===== config.mk =====
export PLATFORM = sky130hd
export DESIGN_NAME = prio_event_arbiter
export DESIGN_NICKNAME = d
export VERILOG_FILES = /design/src/rtl/prio_event_arbiter.sv
export SDC_FILE = /design/constraint.sdc
export NUM_CORES = 1
export LEC_CHECK = 0
export BUFFER_PORTS_ARGS = -buffer_cell sky130_fd_sc_hd__clkbuf_2
export CORE_ASPECT_RATIO = 0.9
export CORE_MARGIN = 4
export CORE_UTILIZATION = 40
export DETAILED_ROUTE_END_ITERATION = 8
export GPL_TIMING_DRIVEN = 0
export PLACE_DENSITY_LB_ADDON = 0.2
export SETUP_SLACK_MARGIN = 0.1
export SYNTH_ARGS = -nofsm -noshare
export SYNTH_HDL_FRONTEND = slang
export SYNTH_SLANG_ARGS = --single-unit

===== constraint.sdc =====
create_clock -name clk -period 2.75 [get_ports clk]
set_clock_uncertainty 0.15 [all_clocks]
set_input_delay 0.1375 -clock clk [delete_from_list [all_inputs] [get_ports clk]]
set_output_delay 0.1375 -clock clk [all_outputs]
set_load 0.005 [all_outputs]

===== src/rtl/prio_event_arbiter.sv =====
// Sticky event arbiter: captures request pulses, grants one line at a time on a valid/ready port.
// Define PRIO_EVENT_ARBITER_RR_EN for round-robin search instead of fixed highest-index-wins.
module prio_event_arbiter #(
  parameter int WIDTH = 64,
  localparam int IDXW = (WIDTH > 1) ? $clog2(WIDTH) : 1
) (
  input  logic              clk,
  input  logic              rst,
  input  logic [WIDTH-1:0]  req,
  input  logic              flush,
  input  logic              out_ready,
  output logic              out_valid,
  output logic [IDXW-1:0]   out_index,
  output logic [WIDTH-1:0]  pending
);

  logic [WIDTH-1:0] r_pend;
  logic             r_valid;
  logic [IDXW-1:0]  r_index;

  logic [WIDTH-1:0] w_cand;
  logic [WIDTH-1:0] w_win_mask;
  logic [IDXW-1:0]  w_winner;
  logic             w_load;

  // Same-cycle bypass so a fresh request can be granted on the next edge.
  assign w_cand = r_pend | req;

`ifdef PRIO_EVENT_ARBITER_RR_EN
  logic [IDXW-1:0] r_rr_ptr;

  // Index reached d steps below ptr, wrapping modulo WIDTH.
  function automatic logic [IDXW-1:0] rr_idx(input logic [IDXW-1:0] ptr, input int d);
    int t;
    t = int'(ptr) + WIDTH - d;
    if (t >= WIDTH) t = t - WIDTH;
    return IDXW'(t);
  endfunction

  // Walk from lowest to highest priority so the last hit is the winner.
  always_comb begin
    w_winner = '0;
    for (int d = WIDTH; d >= 1; d--) begin
      if (w_cand[rr_idx(r_rr_ptr, d)]) w_winner = rr_idx(r_rr_ptr, d);
    end
  end
`else
  always_comb begin
    w_winner = '0;
    for (int i = 0; i < WIDTH; i++) begin
      if (w_cand[i]) w_winner = IDXW'(i);
    end
  end
`endif

  assign w_win_mask = WIDTH'(1) << w_winner;
  assign w_load     = (~r_valid | out_ready) & (|w_cand) & ~flush;

  always_ff @(posedge clk) begin
    if (rst) begin
      r_pend  <= '0;
      r_valid <= 1'b0;
      r_index <= '0;
    end else if (flush) begin
      r_pend  <= '0;
      r_valid <= 1'b0;
    end else if (w_load) begin
      r_pend  <= w_cand & ~w_win_mask;
      r_valid <= 1'b1;
      r_index <= w_winner;
    end else begin
      r_pend <= w_cand;
      if (r_valid && out_ready) r_valid <= 1'b0;
    end
  end

`ifdef PRIO_EVENT_ARBITER_RR_EN
  // Pointer survives flush; only a new grant moves it.
  always_ff @(posedge clk) begin
    if (rst) begin
      r_rr_ptr <= '0;
    end else if (w_load) begin
      r_rr_ptr <= w_winner;
    end
  end
`endif

  assign out_valid = r_valid;
  assign out_index = r_index;
  assign pending   = r_pend;

endmodule


* Yosys cells after proc, flatten, opt, wreduce, memory -nomap -nowiden
Index checks and enable logic that the tools add are counted.
Word-level totals: logic and storage cells 83, bits of input ports 68, flip-flop bits (word level) 71
Cells by class: muxes and demuxes 66, bitwise gates (word level) 8, shifts and indexed selects 1, reduce and logical (&&, ||, !) cells 5
Operator list (count):
- $mux 6 | 62
- $and 64x64->64 | 1
- $mux 64 | 1
- $not 64->64 | 1
- $or 64x64->64 | 1
- $reduce_or 64->1 | 1
- $shl 1x6->64 const A | 1
- $mux 1 | 3
- $and 1x1->1 | 2
- $not 1->1 | 2
- $reduce_and 2->1 | 1
- $reduce_bool 2->1 | 1
- $reduce_or 2->1 | 1
- $logic_and 1x1->1 | 1
- $or 1x1->1 | 1

* Longest topological paths before layout
word-level depth 68, gate-level depth with buffers 9, gate-level depth less buffers 7

* Worst setup path before layout
OpenSTA, ideal clock, no wires.
kind flip-flop to flip-flop, from register r_pend[49], in the netlist pending[49], to register r_pend[12], in the netlist pending[12], cell stages (with the launch flop) 9, clock period less this slack 2.442 ns, data required time 2.456 ns, arrival 2.148 ns, path buffers 1, slack 0.308 ns, cells stage by stage dfxtp_1 or4_4 nor4_4 nand4_2 nor4b_2 and3_1 buf_6 nor2b_4 a211oi_1
On the way: longest elaborated chain between the ends 20
Ends and longest elaborated chain:
- start: declaration | line 17 | logic [WIDTH-1:0] r_pend;
- start signal: assignment | line 68 | r_pend <= w_cand & ~w_win_mask;
- start signal: assignment | line 72 | r_pend <= w_cand;
- $or 64x64->64 (*) | line 27 | assign w_cand = r_pend | req;
- $mux 6 (15 in a row) | line 51 | if (w_cand[i]) w_winner = IDXW'(i);
- $shl 1x6->64 | line 56 | assign w_win_mask = WIDTH'(1) << w_winner;
- $not 64->64 | line 68
- $and 64x64->64 | line 68
- $mux 64 (*) | line 67 | end else if (w_load) begin
Every way passes the cells marked *; elsewhere a longest branch is shown, timed or not. A chain may end at the register's enable or synchronous reset.

* Worst setup path after layout
from input port req[37], to register r_pend[59], in the netlist pending[59]
On the way: longest elaborated chain between the ends 32
Ends and longest elaborated chain:
- start: declaration | line 9 | input logic [WIDTH-1:0] req,
- $or 64x64->64 (*) | line 27
- $mux 6 (27 in a row) | line 51
- $shl 1x6->64 | line 56
- $not 64->64 | line 68
- $and 64x64->64 | line 68
- $mux 64 (*) | line 67
Marked as above.

==> results.json <==
{
  "irDropWorstVdd_v": 0.000233,
  "slew_violations": 0,
  "muxShareOfSynthArea_pct": 0.271,
  "holdWs_ns": -0.0115,
  "gp_congestion": 0.868,
  "r2r_cells": 8,
  "grt_start_max_net_pins": 13,
  "setup_viol": 0,
  "p_leak_nw": 2.21,
  "wl_met1_mm": 6.20,
  "fp.dieW_um": 109,
  "path_clk_slew_ns": 0.08,
  "cts_tree": "yes",
  "antenna_found_initial": 0,
  "seqCellArea_um2": 1430,
  "required_ns": 2.80,
  "cp_top_family": "buffers and inverters",
  "hpwl_mm": 10.3,
  "ctsLongestPathBuffers": 2,
  "wl_met2_mm": 6.51,
  "avgViaCountPerCell": 6.08,
  "insertion_delay_ns": 0.36,
  "grt.total_usage_pct": 25.9,
  "hold_path.class": "in -> reg",
  "grt_pass1_wl_mm": 21.8,
  "routedWlPerCell_um": 19.8,
  "clock_sinks": 71,
  "drtIter0Drc": 346,
  "cp_max_fo": 4,
  "core-area_um2": 8770,
  "hold_start": "req[23]",
  "layout_common_cells": "clkbuf_2 (136), dfxtp_1 (68), nor2_1 (66)",
  "yosys.area_share.adder_pct": 0,
  "die_area_um2": 10800,
  "rr_startpoint": "pending[27]",
  "synthArstFlopShare_pct": 0,
  "startpoint": "req[37]",
  "placed_cell_area_um2": 4530,
  "met3_length_mm": 1.71,
  "synthSimpleGateAreaFrac_pct": 31.8,
  "cp_slowest_cell": "dlygate4sd3_1",
  "reg2reg_to": "pending[60]",
  "synth_fp_nets": 489,
  "ys_seq_area_share_pct": 38.5,
  "synth_area_leaders": "dfxtp_1 (38%), a211oi_1 (9.3%), nor2_1 (7.0%), nor4_1 (4.2%), nor4_4 (2.9%)",
  "htreeDepth": 3,
  "io_buffers": 137,
  "reg2reg_slack_ns": 0.12,
  "cts_made_buffers": 9,
  "row_count": 32,
  "grt_pass1_vias": 4074,
  "outcome": "complete, but fails checks",
  "avgSynthCellArea_um2": 8.77,
  "diodes": 0,
  "finalHoldViolations": 4,
  "highest_layer": "met4",
  "syn_area_um2": 3690,
  "slew_headroom_pct": 48.0,
  "stdcell_area_um2": 5590,
  "die_h_um": 99.2,
  "crit_arrival_ns": 2.70,
  "power_density_nw_per_um2": 445,
  "cts-root-buf": "clkbuf_8",
  "synth.top_cell.area_share_pct": 38.5,
  "finalCritPeriodShare_pct": 96.3,
  "violations": "hold timing",
  "tightest_slew_ns": 0.780,
  "drive_gt1_share_pct": 42.6,
  "n_fill_cell": 740,
  "maxCapViolCount": 0,
  "ios": 139,
  "synth_flop_cell": "dfxtp_1",
  "worstSetupPathType": "in -> reg",
  "cp_num_buf_inv": 3,
  "routed_wl_mm": 14.8,
  "clock.fmax_mhz": 378,
  "synth_cells": 421,
  "critPathMaxStageDelay_ns": 0.53,
  "start_kind": "input port",
  "yosysTopAreaCell": "dfxtp_1",
  "total_power_mw": 2.49,
  "crit_chain": "dlygate4sd3_1 > clkbuf_2 > or4_1 > a21oi_1 > o2111ai_1 > a21oi_2 > o21ai_2 > nor4_4 > buf_4 > a211oi_1",
  "grt_overflow_total": 0,
  "antenna_left": 0,
  "layout_commonest_cell": "clkbuf_2",
  "ys_ff_latch": 71,
  "drtPass1Iterations": 5,
  "min_period_ns": 2.65,
  "nNetsFinal": 690,
  "synth_top_family_by_area": "simple AND/OR/NAND/NOR gates",
  "synth_compound_area_share_pct": 27.2,
  "synth_xor_xnor_area_share_pct": 0,
  "rsz0062_at_grt": "yes",
  "endpoint_kind": "register",
  "hold_end": "pending[23]",
  "yosys_warnings": 0,
  "multi_input_area_um2": 2550,
  "hold_path_depth": 3,
  "yosysUniqueCellTypes": 62,
  "initial_core_util_pct": 42.1,
  "area_delta_synth_final_pct": 51.4,
  "vias": 4533,
  "synth-edff-count": 0,
  "drc_errors": 0
}
[cell usage after synthesis (2+ instances only)]
library cell  count
a211oi_1         46
and3_1            4
clkbuf_1          8
and2_1            2
or2_2             5
o2111ai_1         3
buf_2             7
nand3b_1          4
or4_1            10
a221oi_1          2
o32ai_1           6
dfxtp_1          71
a31oi_1           2
nand4_1           6
o221a_2           2
nand2_1          15
a211oi_2          2
nor2b_1           4
nor2b_4           3
nor4_1           25
nor3_1           13
nand2b_1          4
o311ai_0          3
a21boi_0          2
nor2_1           69
a311oi_1          3
nor4_4            5
nor4_2            3
o21ai_1           2
a21oi_1          21
o31ai_1           6
o21ai_0          17
and4_1            3
nand3_1          15
[report_power, final]
group | leakage, nW | internal (mW) | switching, mW
registers | 0.587 | 1.08 | 0.0595
logic | 1.52 | 0.211 | 0.277
clock network | 0.103 | 0.444 | 0.414
total | 2.21 | 1.74 | 0.751
[what timing repair did]
item	4_1_cts	5_1_grt
hold buffers	24	0
pin swaps	8	22
setup endpoints to repair	66	63
buffers inserted	17	12
resized for setup	15	66
hold endpoints to repair	24	0
[state kept, by name, indices dropped and copies added (netlist names)]
signal	flops
out_index	6
out_valid	1
pending	64
[metal layers]
metal	global-route usage, %	vias up
met3	5.39	43
met5	0	-
li1	-	2084
met1	37.8	2106
met4	5.85	0
met2	39.5	300
[worst register-to-register path, cell delays in order, from the launching register on]
cell and delay, ns:
dfxtp_1 0.33, nor2_2 0.23, nand3_1 0.23, a21oi_2 0.25, o21ai_0 0.22, a311o_2 0.53
a211oi_4 0.31, buf_6 0.18, a211oi_1 0.07
[worst max-delay path by stage]
stage	end	slack (ns)	cells past startpoint
floorplan	pending[12]	0.31	8
global placement	pending[42]	-0.56	7
detailed placement	pending[26]	-0.57	7
CTS	pending[1]	0.04	8
global route	pending[59]	0.05	10
finish	pending[59]	0.10	10
[cell type report]
class	instances	share of cell area, %
Multi-Input combinational cell	333	45.6
Sequential cell	71	25.5
Timing Repair Buffer	190	21.2
Tap cell	119	2.66
Clock buffer	11	2.53
Buffer	17	1.57
Clock inverter	5	1.03
[metrics by stage]
step / utilization (%) / TNS (ns) / worst slack (ns) / hold slack [ns] / std cells
after floorplan: - / 0 / 0.308 / 0.179 / 421
after global placement: 51.6 / -16.74 / -0.565 / 0.308 / 677
after detailed placement: 51.6 / -18.57 / -0.572 / 0.316 / 677
after CTS: 59.1 / 0 / 0.0365 / 0.000415 / 734
after global routing: 63.8 / 0 / 0.0476 / 0.0134 / 746
final: 63.8 / 0 / 0.103 / -0.0115 / 746
[cell families after synthesis]
| logic type | after synthesis |
|---|---|
| compound gates | 133 |
| flops | 71 |
| mux | 1 |
| simple gates | 199 |
| buf+inv | 17 |
Power figures use the tool's default switching activity.
